File: config.mk
export PLATFORM = sky130hd
export DESIGN_NAME = decode_stage
export DESIGN_NICKNAME = d
export VERILOG_FILES = /design/src/rtl/decode_stage.sv
export SDC_FILE = /design/constraint.sdc
export NUM_CORES = 1
export LEC_CHECK = 0
export BUFFER_PORTS_ARGS = -buffer_cell sky130_fd_sc_hd__buf_2
export CAP_MARGIN = 10
export CORE_MARGIN = 1
export CORE_UTILIZATION = 54
export CTS_CLUSTER_SIZE = 28
export DETAILED_ROUTE_END_ITERATION = 10
export GPL_ROUTABILITY_DRIVEN = 1
export HOLD_SLACK_MARGIN = 0.1
export PLACE_DENSITY = 0.85
export SLEW_MARGIN = 20
export SYNTH_ARGS = -nofsm -noshare
export SYNTH_HDL_FRONTEND = slang
export SYNTH_SLANG_ARGS = --single-unit
File: constraint.sdc
create_clock -name clk -period 3.5 [get_ports clk]
set_input_delay 0.7 -clock clk [delete_from_list [all_inputs] [get_ports clk]]
set_output_delay 0.7 -clock clk [all_outputs]
set_load 0.1 [all_outputs]
File: src/rtl/decode_stage.sv
// rtl/decode_stage.sv - registered RV32I decode stage with load-use bubble insertion
module decode_stage #(
    parameter int XLEN     = 32,
    parameter bit EN_M_EXT = 1'b0,
    parameter int CNT_W    = 16
) (
    input  logic             clk,
    input  logic             rst_n,
    input  logic             in_valid,
    output logic             in_ready,
    input  logic [31:0]      in_instr,
    input  logic [XLEN-1:0]  in_pc,
    input  logic             flush,
    output logic             out_valid,
    input  logic             out_ready,
    output logic [XLEN-1:0]  out_pc,
    output logic [4:0]       out_rs1,
    output logic [4:0]       out_rs2,
    output logic [4:0]       out_rd,
    output logic [XLEN-1:0]  out_imm,
    output logic [2:0]       out_func3,
    output logic [4:0]       out_alu_code,
    output logic             out_wreg,
    output logic             out_wmem,
    output logic             out_rmem,
    output logic             out_is_load,
    output logic             out_alu_pc,
    output logic             out_alu_imm,
    output logic             out_is_branch,
    output logic             out_is_jump,
    output logic             out_illegal,
    output logic [CNT_W-1:0] bubble_count
);

    localparam logic [6:0] OPC_LUI    = 7'b0110111;
    localparam logic [6:0] OPC_AUIPC  = 7'b0010111;
    localparam logic [6:0] OPC_JAL    = 7'b1101111;
    localparam logic [6:0] OPC_JALR   = 7'b1100111;
    localparam logic [6:0] OPC_BRANCH = 7'b1100011;
    localparam logic [6:0] OPC_LOAD   = 7'b0000011;
    localparam logic [6:0] OPC_STORE  = 7'b0100011;
    localparam logic [6:0] OPC_OPIMM  = 7'b0010011;
    localparam logic [6:0] OPC_OP     = 7'b0110011;

    localparam logic [4:0] ALU_ADD = 5'b00000;
    localparam logic [4:0] ALU_SUB = 5'b01000;

    typedef struct packed {
        logic [XLEN-1:0] pc;
        logic [4:0]      rs1;
        logic [4:0]      rs2;
        logic [4:0]      rd;
        logic [XLEN-1:0] imm;
        logic [2:0]      func3;
        logic [4:0]      alu_code;
        logic            wreg;
        logic            wmem;
        logic            rmem;
        logic            is_load;
        logic            alu_pc;
        logic            alu_imm;
        logic            is_branch;
        logic            is_jump;
        logic            illegal;
    } dec_t;

    logic [6:0]   w_opcode;
    logic [2:0]   w_func3;
    logic [6:0]   w_f7;
    logic [6:0]   w_sh_top;
    logic [31:0]  w_shamt;
    logic [31:0]  w_imm32;
    logic         w_known;
    logic         w_bad_f7;
    logic         w_uses_rs1;
    logic         w_uses_rs2;
    logic         w_hazard;
    logic         w_accept;
    dec_t         w_dec;
    dec_t         r_dec;
    logic         r_valid;
    logic [CNT_W-1:0] r_bubbles;

    assign w_opcode = in_instr[6:0];
    assign w_func3  = in_instr[14:12];
    assign w_f7     = in_instr[31:25];

    // RV64 shift-immediates carry a 6-bit shamt, so the funct field check moves up one bit
    always_comb begin
        w_shamt  = '0;
        w_sh_top = '0;
        if (XLEN == 64) begin
            w_shamt  = {26'b0, in_instr[25:20]};
            w_sh_top = {in_instr[31:26], 1'b0};
        end else begin
            w_shamt  = {27'b0, in_instr[24:20]};
            w_sh_top = in_instr[31:25];
        end
    end

    always_comb begin
        w_dec      = '0;
        w_imm32    = '0;
        w_known    = 1'b1;
        w_bad_f7   = 1'b0;
        w_uses_rs1 = 1'b1;
        w_uses_rs2 = 1'b0;
        w_dec.pc    = in_pc;
        w_dec.rs1   = in_instr[19:15];
        w_dec.rs2   = in_instr[24:20];
        w_dec.rd    = in_instr[11:7];
        w_dec.func3 = w_func3;
        w_dec.alu_code = ALU_ADD;
        case (w_opcode)
            OPC_LUI: begin
                w_dec.wreg    = 1'b1;
                w_dec.alu_imm = 1'b1;
                w_imm32       = {in_instr[31:12], 12'b0};
                w_uses_rs1    = 1'b0;
            end
            OPC_AUIPC: begin
                w_dec.wreg    = 1'b1;
                w_dec.alu_pc  = 1'b1;
                w_dec.alu_imm = 1'b1;
                w_imm32       = {in_instr[31:12], 12'b0};
                w_uses_rs1    = 1'b0;
            end
            OPC_JAL: begin
                w_dec.wreg    = 1'b1;
                w_dec.is_jump = 1'b1;
                w_dec.alu_pc  = 1'b1;
                w_dec.alu_imm = 1'b1;
                w_imm32 = {{12{in_instr[31]}}, in_instr[19:12], in_instr[20],
                           in_instr[30:21], 1'b0};
                w_uses_rs1    = 1'b0;
            end
            OPC_JALR: begin
                w_dec.wreg    = 1'b1;
                w_dec.is_jump = 1'b1;
                w_dec.alu_imm = 1'b1;
                w_imm32       = {{20{in_instr[31]}}, in_instr[31:20]};
            end
            OPC_BRANCH: begin
                w_dec.is_branch = 1'b1;
                w_dec.alu_code  = ALU_SUB;
                w_imm32 = {{20{in_instr[31]}}, in_instr[7], in_instr[30:25],
                           in_instr[11:8], 1'b0};
                w_uses_rs2      = 1'b1;
            end
            OPC_LOAD: begin
                w_dec.wreg    = 1'b1;
                w_dec.rmem    = 1'b1;
                w_dec.is_load = 1'b1;
                w_dec.alu_imm = 1'b1;
                w_imm32       = {{20{in_instr[31]}}, in_instr[31:20]};
            end
            OPC_STORE: begin
                w_dec.wmem    = 1'b1;
                w_dec.alu_imm = 1'b1;
                w_imm32       = {{20{in_instr[31]}}, in_instr[31:25], in_instr[11:7]};
                w_uses_rs2    = 1'b1;
            end
            OPC_OPIMM: begin
                w_dec.wreg    = 1'b1;
                w_dec.alu_imm = 1'b1;
                if (w_func3 == 3'b001 || w_func3 == 3'b101) begin
                    w_imm32  = w_shamt;
                    w_bad_f7 = !((w_sh_top == 7'b0000000) ||
                                 (w_func3 == 3'b101 && w_sh_top == 7'b0100000));
                end else begin
                    w_imm32  = {{20{in_instr[31]}}, in_instr[31:20]};
                end
                if (w_func3 == 3'b101)
                    w_dec.alu_code = {1'b0, in_instr[30], w_func3};
                else if (w_func3 == 3'b011)
                    w_dec.alu_code = {1'b0, 1'b1, 3'b011};
                else
                    w_dec.alu_code = {1'b0, 1'b0, w_func3};
            end
            OPC_OP: begin
                w_dec.wreg     = 1'b1;
                w_uses_rs2     = 1'b1;
                w_dec.alu_code = {(w_f7 == 7'b0000001), in_instr[30], w_func3};
                w_bad_f7 = !((w_f7 == 7'b0000000) || (w_f7 == 7'b0100000) ||
                             (EN_M_EXT && w_f7 == 7'b0000001));
            end
            default: w_known = 1'b0;
        endcase
        w_dec.imm     = {{(XLEN-31){w_imm32[31]}}, w_imm32[30:0]};
        w_dec.illegal = !w_known || w_bad_f7;
        // an illegal instruction still travels to execute, but must not touch state
        if (w_dec.illegal) begin
            w_dec.wreg = 1'b0;
            w_dec.wmem = 1'b0;
            w_dec.rmem = 1'b0;
        end
    end

    assign w_hazard = r_valid && r_dec.is_load && (r_dec.rd != 5'd0) && in_valid &&
                      ((w_uses_rs1 && (w_dec.rs1 == r_dec.rd)) ||
                       (w_uses_rs2 && (w_dec.rs2 == r_dec.rd)));
    assign in_ready = !flush && !w_hazard && (!r_valid || out_ready);
    assign w_accept = in_valid && in_ready;

    always_ff @(posedge clk or negedge rst_n) begin
        if (!rst_n) begin
            r_valid   <= 1'b0;
            r_dec     <= '0;
            r_bubbles <= '0;
        end else if (flush) begin
            r_valid <= 1'b0;
            r_dec   <= '0;
        end else if (w_hazard) begin
            if (out_ready) begin
                r_valid <= 1'b0;
                if (r_bubbles != {CNT_W{1'b1}})
                    r_bubbles <= r_bubbles + CNT_W'(1);
            end
        end else if (w_accept) begin
            r_valid <= 1'b1;
            r_dec   <= w_dec;
        end else if (out_ready) begin
            r_valid <= 1'b0;
        end
    end

    assign out_valid     = r_valid;
    assign out_pc        = r_dec.pc;
    assign out_rs1       = r_dec.rs1;
    assign out_rs2       = r_dec.rs2;
    assign out_rd        = r_dec.rd;
    assign out_imm       = r_dec.imm;
    assign out_func3     = r_dec.func3;
    assign out_alu_code  = r_dec.alu_code;
    assign out_wreg      = r_dec.wreg;
    assign out_wmem      = r_dec.wmem;
    assign out_rmem      = r_dec.rmem;
    assign out_is_load   = r_dec.is_load;
    assign out_alu_pc    = r_dec.alu_pc;
    assign out_alu_imm   = r_dec.alu_imm;
    assign out_is_branch = r_dec.is_branch;
    assign out_is_jump   = r_dec.is_jump;
    assign out_illegal   = r_dec.illegal;
    assign bubble_count  = r_bubbles;

endmodule

## Yosys cells after proc, flatten, opt, wreduce, memory -nomap -nowiden

Cells that the tools add are included.

- Memories kept: 0
- Bits in registers: 113
- Logic and storage cells: 99
- Bits in writable memories: 0
- ROM bits: 0
- Latch bits: 0

- Bitwise gates (word level): 1
- Shift operators: 0
- Divide/modulo/power cells: 0
- Equal/unequal tests: 18
- Reductions and logical operators: 36
- Magnitude comparators: 0
- $add $sub $neg: 1
- Multiply operators: 0
- Muxes and demuxes: 25

Operators by type and width:

| cell | number |
|---|---|
| 2-to-1 mux 96 bit | 3 |
| case mux 32 bit (6 select lines) | 1 |
| 2-to-1 mux 32 bit | 1 |
| == test 7 x 6 -> 1 bit, second input constant | 4 |
| == test 7 bit, second input constant | 3 |
| adder 16 x 1 -> 16 bit, second input constant | 1 |
| != test 16 bit, second input constant | 1 |
| case mux 5 bit (3 select lines) | 1 |
| == test 7 x 5 -> 1 bit, second input constant | 2 |
| 2-to-1 mux 1 bit | 14 |
| OR reduction 7 bit | 2 |
| == test 5 bit | 2 |
| logical AND 1 bit | 10 |
| OR reduction 9 bit | 1 |
| OR reduction 2 bit | 4 |
| == test 7 x 1 -> 1 bit, second input constant | 1 |
| == test 7 x 2 -> 1 bit, second input constant | 1 |
| zero test 7 bit | 1 |
| zero test 1 bit | 6 |
| logical OR 1 bit | 6 |
| OR reduction 3 bit | 2 |
| 2-to-1 mux 5 bit | 1 |
| nonzero test 5 bit | 1 |
| 2-to-1 mux 4 bit | 1 |
| 11 further kinds | 11 |

## Depth between registers and ports, before layout

Gate-level depths: netlist of run 1.

- Depth in word-level cells: 13
- Depth in mapped cells: 9
- Gate-level depth less buffers: 7

## Worst setup path before layout of run 1

OpenSTA, ideal clock, no wires.

- Kind: register to output
- Start point: register r_dec, in the netlist out_rd[1]
- End point: output port in_ready
- Path slack: -0.248 ns
- Data required time: 2.800 ns
- Arrival: 3.048 ns
- Cell stages (with the launch flop): 7
- Path buffers: 1
- Path through: dfrtp_1 -> or4_1 -> o2111ai_2 -> nor4_1 -> a21oi_2 -> buf_2 -> and3b_1

- Word-level cells in the longest chain between the ends: 7
- Elaborated cells on any way between the ends: 12
- Classes of those cells: eq/ne: 2; reduce/logical: 10

RTL lines:

| element | line | RTL |
|---|---|---|
| from (decl) | 80 | `dec_t r_dec;` |
| from (signal assigned) | 221 | `r_dec <= w_dec;` |
| == test 5 bit (tied with other cells) | 200 | `((w_uses_rs1 && (w_dec.rs1 == r_dec.rd)) \|\|` |
| logical AND 1 bit, on equally long branches | 200, 199, 201 |  |
| logical OR 1 bit or logical AND 1 bit (tied branches) | 200, 199 |  |
| logical AND 1 bit (*) | 199 | `assign w_hazard = r_valid && r_dec.is_load && (r_dec.rd != 5'd0) && in_valid &&` |
| zero test 1 bit (*) | 202 | `assign in_ready = !flush && !w_hazard && (!r_valid \|\| out_ready);` |
| logical AND 1 bit (*) (2 in a row) | 202 |  |
| to (decl) | 10 | `output logic in_ready,` |

Every way passes the cells marked *; elsewhere a longest branch is shown, timed or not.

## Worst setup path after layout of run 1

Same ends and word-level chain as after synthesis.

==> impl_metrics.py, run 1 <==
metrics = {
    "cells_and_area": {
        "fillers": 678,
        "mostFrequentLayoutCell": "sky130_fd_sc_hd__buf_2",
        "final_cell_mix": "180 x sky130_fd_sc_hd__buf_2, 126 x sky130_fd_sc_hd__nand2_1, 113 x sky130_fd_sc_hd__dfrtp_1",
        "finish.net_count": 798,
        "design_area_mm2": 0.007002,
        "layoutNonFillerInstCount": 871,
        "layout-area-overhead-vs-synth_pct": 30.93,
        "ratio_of_cells_with_drive_above_1_in_the_final_layout_pct": 32.79,
        "core_occupancy_in_the_finished_layout_pct": 74.37,
    },
    "clock_tree": {
        "number_of_cts_inserted_buffers": 17,
        "cts_tree": "built",
        "h-tree-depth": 4,
        "cts.repair.resized": 0,
        "post_cts.repair.setup_buffers": 0,
        "cts_hold_repair.buffers": 0,
        "clock_insertion_delay_worst_skew_ns": 0.51,
        "cts.path.max_buffers": 2,
        "cts.sinks": 113,
        "clk_pin_slew_worst_paths_ns": 0.06,
        "clk_tree_root_cell": "sky130_fd_sc_hd__clkbuf_8",
    },
    "sta": {
        "slew_violations": 0,
        "max_slew_margin_pct": 50.98,
        "final.hold.worst_slack_ns": 0.2530,
        "timing.final.setup_violations": 0,
        "fin_worst_skew_ns": 0.01158,
        "max_slew.worst_pin.slew_ns": 0.7353,
        "hold_violations": 0,
        "setup-tns-final_ns": 0,
        "setup_repair_after_global_routing_missed_its_margin": "false",
        "post-route-worst-setup-slack_ns": 0.2215,
        "max_clock_freq_mhz": 305.0,
        "min_period_over_period_pct": 93.67,
        "fin_crit_ns": 3.279,
    },
    "power_and_ir_drop": {
        "total_power_mw": 3.849,
        "irDropWorstVdd_mv": 0.4178,
        "power.internal_mw": 2.715,
        "power_density_mw_per_mm2": 549.7,
        "pwr-share-seq_pct": 35.6,
        "power.switching_fraction_pct": 29.46,
        "clockPowerShare_pct": 48.3,
        "switching_power_total_mw": 1.134,
        "p_comb_share_pct": 16.0,
        "leakage_nw": 3.790,
    },
    "die": {
        "num_rows": 35,
        "initial_core_util_pct": 56.80,
        "design.portCount": 183,
        "die_area_mm2": 0.01031,
        "die_h_um": 101.5,
        "fp.coreArea_mm2": 0.009415,
        "die_w_um": 101.5,
    },
    "synthesis": {
        "postSynth.asyncResetShare_pct": 100.0,
        "synth_top_area_cell": "sky130_fd_sc_hd__dfrtp_1",
        "synth_sequential_area_ratio_pct": 52.88,
        "synthDominantCellAreaShare_pct": 52.88,
        "synth.cell_area_mm2": 0.005348,
        "netlist_instances": 553,
        "synth-seq-cells": 113,
        "ys_top_cells_by_area": "sky130_fd_sc_hd__dfrtp_1 53%, sky130_fd_sc_hd__nand2_1 8.8%, sky130_fd_sc_hd__a21oi_1 6.0%",
        "ys.warnings.count": 0,
        "synth_fp_nets": 623,
        "synthFlopType": "sky130_fd_sc_hd__dfrtp_1",
        "synth_cell_types": 55,
        "synth_edf_count": 0,
        "syn-mean-instance-area_um2": 9.670,
    },
    "global_routing": {
        "antenna_violations_before_repair": 0,
        "first_global_vias": 4785,
        "grt_pass1_wl_mm": 23.87,
        "globalRouteOverflowTotal": 0,
        "grt_start_max_net_pins": 74,
        "grtUsageTotal_pct": 30.31,
    },
    "route": {
        "finalWirelength_mm": 15.27,
        "ant_nets": 0,
        "via_per_inst": 5.721,
        "drt-wirelength-per-cell_um": 17.53,
        "first_iter_violations": 340,
        "routed-via-count": 4983,
        "detail_route.drc_violations": 0,
        "drt_pre_antenna_iters": 5,
    },
    "setup_path": {
        "worst_r2r_endpoint": "out_wreg",
        "r2r.worst_path.cells": 7,
        "critical_path.max_fanout": 5,
        "reg2reg_setup_slack_ns": 0.76,
        "worstReg2RegStart": "out_rd[1]",
        "endpoint_kind": "primary output",
        "critPathLaunchType": "register",
        "critPathKind": "register to primary output",
        "critPathCapture": "in_ready",
        "critical_path_startpoint": "out_rd[1]",
        "critical-path-top-delay-family": "simple AND/OR/NAND/NOR gates",
        "arrival_ns": 2.58,
        "worst_path_max_delay_cell": "sky130_fd_sc_hd__or4_1",
        "worst-path-stages": 7,
        "critPathMaxStageDelay_ns": 0.59,
        "critical_path.n_buffers_inverters": 2,
        "timing.critical_path.cells": "or4_1 -> o2111ai_2 -> nor4_1 -> buf_4 -> a21oi_2 -> and3b_2 -> buf_12",
        "cp.required_ns": 2.80,
    },
    "placement": {
        "post-dp-hpwl_mm": 10.42,
        "place_inst": 838,
        "portBuffers": 182,
        "post_dp_cell_area_mm2": 0.006359,
        "detailedPlace.worstSlack_ns": 0.5248,
        "placer_congestion_estimate": 0.8762,
    },
    "hold_path": {
        "hold_class": "input port to asynchronous set/reset pin",
    },
    "outcome": {
        "status": "finished clean",
    },
    "run": {
        "drv_cap": 0,
    },
}
-- power by group through the flow --
stage	clock [mW]	sequential, mW	combinational, mW
final	1.86	1.37	0.616
after global routing	1.93	1.38	0.652
after CTS	1.87	1.37	0.616
after detailed placement	0	1.39	0.614
after global placement	0	1.39	0.605
after floorplan	0	1.68	0.158
-- metal layers --
layer / vias up / routed length (um) / global-route usage (%)
met5: - / 0 / 0
met4: 0 / 253 / 11.48
met3: 23 / 1030 / 7.315
met2: 224 / 7497 / 49.64
met1: 2436 / 6484 / 39.15
li1: 2300 / - / -
-- state kept, by name, summed over array words and instances, names as in the netlist, 3 cells and up --
register / count
out_rd: 5
bubble_count: 16
out_imm: 32
out_func3: 3
out_rs2: 5
out_alu_code: 5
out_rs1: 5
out_pc: 32
-- cells in the mapped netlist (5+ instances only) --
cell,count
sky130_fd_sc_hd__a211oi_1,5
sky130_fd_sc_hd__nor3_1,18
sky130_fd_sc_hd__buf_2,9
sky130_fd_sc_hd__a21oi_1,64
sky130_fd_sc_hd__nor3b_1,11
sky130_fd_sc_hd__a31o_2,6
sky130_fd_sc_hd__buf_4,5
sky130_fd_sc_hd__xnor2_1,9
sky130_fd_sc_hd__xor2_1,16
sky130_fd_sc_hd__a22o_1,20
sky130_fd_sc_hd__nor2_1,21
sky130_fd_sc_hd__a21o_1,22
sky130_fd_sc_hd__clkbuf_1,19
sky130_fd_sc_hd__nand3_1,18
sky130_fd_sc_hd__nand2_1,126
sky130_fd_sc_hd__dfrtp_1,113
-- worst min path at each step --
stage / from / to / slack [ns] / cells after the start
after detailed placement: bubble_count[15] / bubble_count[15] / 0.47 / 1
final: rst_n / out_alu_code[4] / 0.25 / 1
after global routing: rst_n / out_alu_code[0] / 0.31 / 1
after CTS: rst_n / out_illegal / 0.27 / 1
after global placement: bubble_count[15] / bubble_count[15] / 0.47 / 1
after floorplan: rst_n / bubble_count[0] / 0.40 / 0
-- area by class of cell --
class / count / area, um2 / area share, %
flip-flops and latches: 113 / 2828 / 40.39
multi-input cells: 399 / 2315 / 33.06
repair buffers: 194 / 1044 / 14.90
clock buffers: 19 / 431.7 / 6.165
clock inverters: 13 / 209.0 / 2.984
well taps: 129 / 161.4 / 2.305
inverters: 3 / 11.26 / 0.1608
diodes: 1 / 2.502 / 0.03574
-- cells by family (layout without fill, tap and decap cells) --
kind of cell / after synthesis / after routing / synth area share [%]
XOR/XNOR: 25 / 25 / 4.095
adder cells (fa/ha/maj): 1 / 1 / 0.2339
AO/OA/AOI/OAI: 142 / 142 / 18.18
AND/OR/NAND/NOR: 230 / 230 / 20.40
other: 0 / 1 / 0
multiplexers: 1 / 1 / 0.2106
flip-flops: 113 / 113 / 52.88
buffers and inverters: 41 / 229 / 4.001
Note: power is estimated with default switching activity, not from simulation.
==> run 2: changes to the inputs <==
--- a/config.mk
+++ b/config.mk
@@ -7,13 +7,13 @@
 export LEC_CHECK = 0
 export BUFFER_PORTS_ARGS = -buffer_cell sky130_fd_sc_hd__buf_2
 export CAP_MARGIN = 10
-export CORE_MARGIN = 1
-export CORE_UTILIZATION = 54
+export CORE_MARGIN = 10
+export CORE_UTILIZATION = 46
 export CTS_CLUSTER_SIZE = 28
 export DETAILED_ROUTE_END_ITERATION = 10
 export GPL_ROUTABILITY_DRIVEN = 1
 export HOLD_SLACK_MARGIN = 0.1
-export PLACE_DENSITY = 0.85
+export PLACE_DENSITY = 0.77
 export SLEW_MARGIN = 20
 export SYNTH_ARGS = -nofsm -noshare
 export SYNTH_HDL_FRONTEND = slang
==> constraint.sdc (replaced) <==
create_clock -name clk -period 2.9 [get_ports clk]
set_input_delay 0.58 -clock clk [delete_from_list [all_inputs] [get_ports clk]]
set_output_delay 0.58 -clock clk [all_outputs]
set_load 0.1 [all_outputs]
==> impl_metrics.py, run 2 (synthesis results as in run 1) <==
metrics = {
    "outcome": {
        "status": "finished clean",
    },
    "setup_path": {
        "critPathLaunchType": "register",
        "cp.required_ns": 2.32,
        "timing.critical_path.cells": "or4_4 -> o2111ai_4 -> nor4_2 -> a21oi_2 -> and3b_4 -> buf_12",
        "critical_path.max_fanout": 3,
        "critPathMaxStageDelay_ns": 0.55,
        "worst_path_max_delay_cell": "sky130_fd_sc_hd__or4_4",
        "critPathKind": "register to primary output",
        "arrival_ns": 2.31,
        "endpoint_kind": "primary output",
    },
    "sta": {
        "setup_repair_after_global_routing_missed_its_margin": "true",
        "min_period_over_period_pct": 99.70,
        "fin_worst_skew_ns": 0.01031,
        "max_slew_margin_pct": 42.75,
        "slew_violations": 0,
        "fin_crit_ns": 2.891,
        "post-route-worst-setup-slack_ns": 0.008611,
        "max_slew.worst_pin.slew_ns": 0.8372,
        "timing.final.setup_violations": 0,
        "hold_violations": 0,
        "max_clock_freq_mhz": 345.9,
    },
    "placement": {
        "post-dp-hpwl_mm": 12.41,
        "placer_congestion_estimate": 0.8406,
        "portBuffers": 182,
        "place_inst": 855,
        "post_dp_cell_area_mm2": 0.006422,
        "detailedPlace.worstSlack_ns": 0.09494,
    },
    "route": {
        "detailed_route_wirelength_on_metal3_mm": 1.674,
        "top_layer": "met5",
        "detail_route.drc_violations": 0,
        "drt-wirelength-per-cell_um": 18.99,
        "detailed_routed_wire_length_on_met2_mm": 7.940,
        "first_iter_violations": 346,
        "finalWirelength_mm": 16.92,
        "wire_length_the_detailed_router_placed_on_met1_mm": 6.994,
        "drt_pre_antenna_iters": 7,
        "routed-via-count": 4963,
        "ant_nets": 0,
        "via_per_inst": 5.570,
    },
    "global_routing": {
        "antenna_violations_before_repair": 2,
        "grtUsageTotal_pct": 20.06,
        "grt_pass1_wl_mm": 26.36,
        "globalRouteOverflowTotal": 0,
        "grt_start_max_net_pins": 57,
        "first_global_vias": 4921,
    },
    "power_and_ir_drop": {
        "irDropWorstVdd_mv": 0.3730,
        "leakage_nw": 3.799,
        "total_power_mw": 4.352,
        "power_density_mw_per_mm2": 617.8,
    },
    "clock_tree": {
        "cts.path.max_buffers": 2,
        "cts.sinks": 113,
        "number_of_cts_inserted_buffers": 17,
        "cts_hold_repair.buffers": 0,
        "h-tree-depth": 4,
        "clock_insertion_delay_worst_skew_ns": 0.41,
        "clk_tree_root_cell": "sky130_fd_sc_hd__clkbuf_16",
        "cts_tree": "built",
        "clk_pin_slew_worst_paths_ns": 0.05,
    },
    "run": {
        "drv_cap": 0,
    },
    "die": {
        "initial_core_util_pct": 46.83,
        "fp.coreArea_mm2": 0.01142,
        "design.portCount": 183,
        "num_rows": 39,
        "die_h_um": 127.8,
        "die_w_um": 127.8,
        "die_area_mm2": 0.01634,
    },
    "cells_and_area": {
        "fillers": 993,
        "mostFrequentLayoutCell": "sky130_fd_sc_hd__buf_2",
        "core_occupancy_in_the_finished_layout_pct": 61.69,
        "layoutNonFillerInstCount": 891,
        "layout-area-overhead-vs-synth_pct": 31.73,
        "finish.net_count": 805,
        "final_cell_mix": "180 x sky130_fd_sc_hd__buf_2, 126 x sky130_fd_sc_hd__nand2_1, 108 x sky130_fd_sc_hd__dfrtp_1",
        "ratio_of_cells_with_drive_above_1_in_the_final_layout_pct": 34.18,
        "design_area_mm2": 0.007044,
    },
    "hold_path": {
        "hold_class": "input port to asynchronous set/reset pin",
    },
}
run 2: cell count changes in the layout (fill, tap and decap cells not counted), moves of 2 or more:
| cell | change |
|---|---|
| sky130_fd_sc_hd__buf_4 | +6 |
| sky130_fd_sc_hd__bufinv_16 | -4 |
| sky130_fd_sc_hd__clkbuf_8 | +3 |
| sky130_fd_sc_hd__clkinv_2 | +3 |
| sky130_fd_sc_hd__clkinv_4 | -2 |
| sky130_fd_sc_hd__clkinvlp_4 | -3 |
| sky130_fd_sc_hd__dfrtp_1 | -5 |
| sky130_fd_sc_hd__dfrtp_2 | +3 |
| sky130_fd_sc_hd__dfrtp_4 | +2 |
| sky130_fd_sc_hd__nor4_1 | -2 |
run 2: power breakdown:
| part | leakage, nW | internal [mW] | switching [mW] |
|---|---|---|---|
| Clock | 0.282 | 1.27 | 0.662 |
| Sequential | 1.54 | 1.63 | 0.0287 |
| Combinational | 1.98 | 0.154 | 0.608 |
run 2: what timing repair did:
action                     CTS  global route
gates resized for setup      3             1
setup endpoints to repair    1            15
buffers inserted             4             0
pin swaps                    5             4
run 2: cell type report:
| cell class | count | area [um2] | share of cell area [%] |
|---|---|---|---|
| well taps | 143 | 178.9 | 2.540 |
| diodes | 2 | 5.005 | 0.07105 |
| inverters | 3 | 11.26 | 0.1599 |
| clock buffers | 24 | 501.7 | 7.123 |
| flip-flops and latches | 113 | 2839 | 40.30 |
| multi-input cells | 399 | 2354 | 33.41 |
| repair buffers | 201 | 1100 | 15.61 |
| clock inverters | 6 | 55.05 | 0.7815 |
run 2: per-stage QoR:
stage	TNS (ns)	hold slack, ns
finish	0	0.2158
global route	-0.05083	0.2521
CTS	-0.02371	0.2238
detailed placement	0	0.4837
global placement	0	0.4764
floorplan	-0.03019	0.2844
run 2: routing by layer:
metal | GRT usage, % | up-vias
met1 | 24.65 | 2403
met2 | 30.82 | 223
met4 | 8.212 | 2
li1 | - | 2309
met5 | 0 | -
met3 | 7.982 | 26
run 2: final timing paths:
path | from | endpoint | slack (ns) | cells after the start
setup / recovery | out_rd[2] | in_ready | 0.009 | 6
hold / removal | rst_n | out_pc[10] | 0.22 | 1
setup reg to reg | out_rd[2] | out_imm[10] | 0.25 | 8
hold reg to reg | bubble_count[8] | bubble_count[8] | 0.50 | 1
max in group asynchronous | rst_n | out_pc[24] | 1.92 | 2
min in group clk | in_pc[30] | out_pc[30] | 0.41 | 3
run 2: critical path: cells and delay by family, from the launching register on:
family	cells	cell delay (ns)
buffers and inverters	1	0.17
AOI/OAI and AO/OA	2	0.40
and+or+nand+nor	3	0.86
DFF	1	0.46
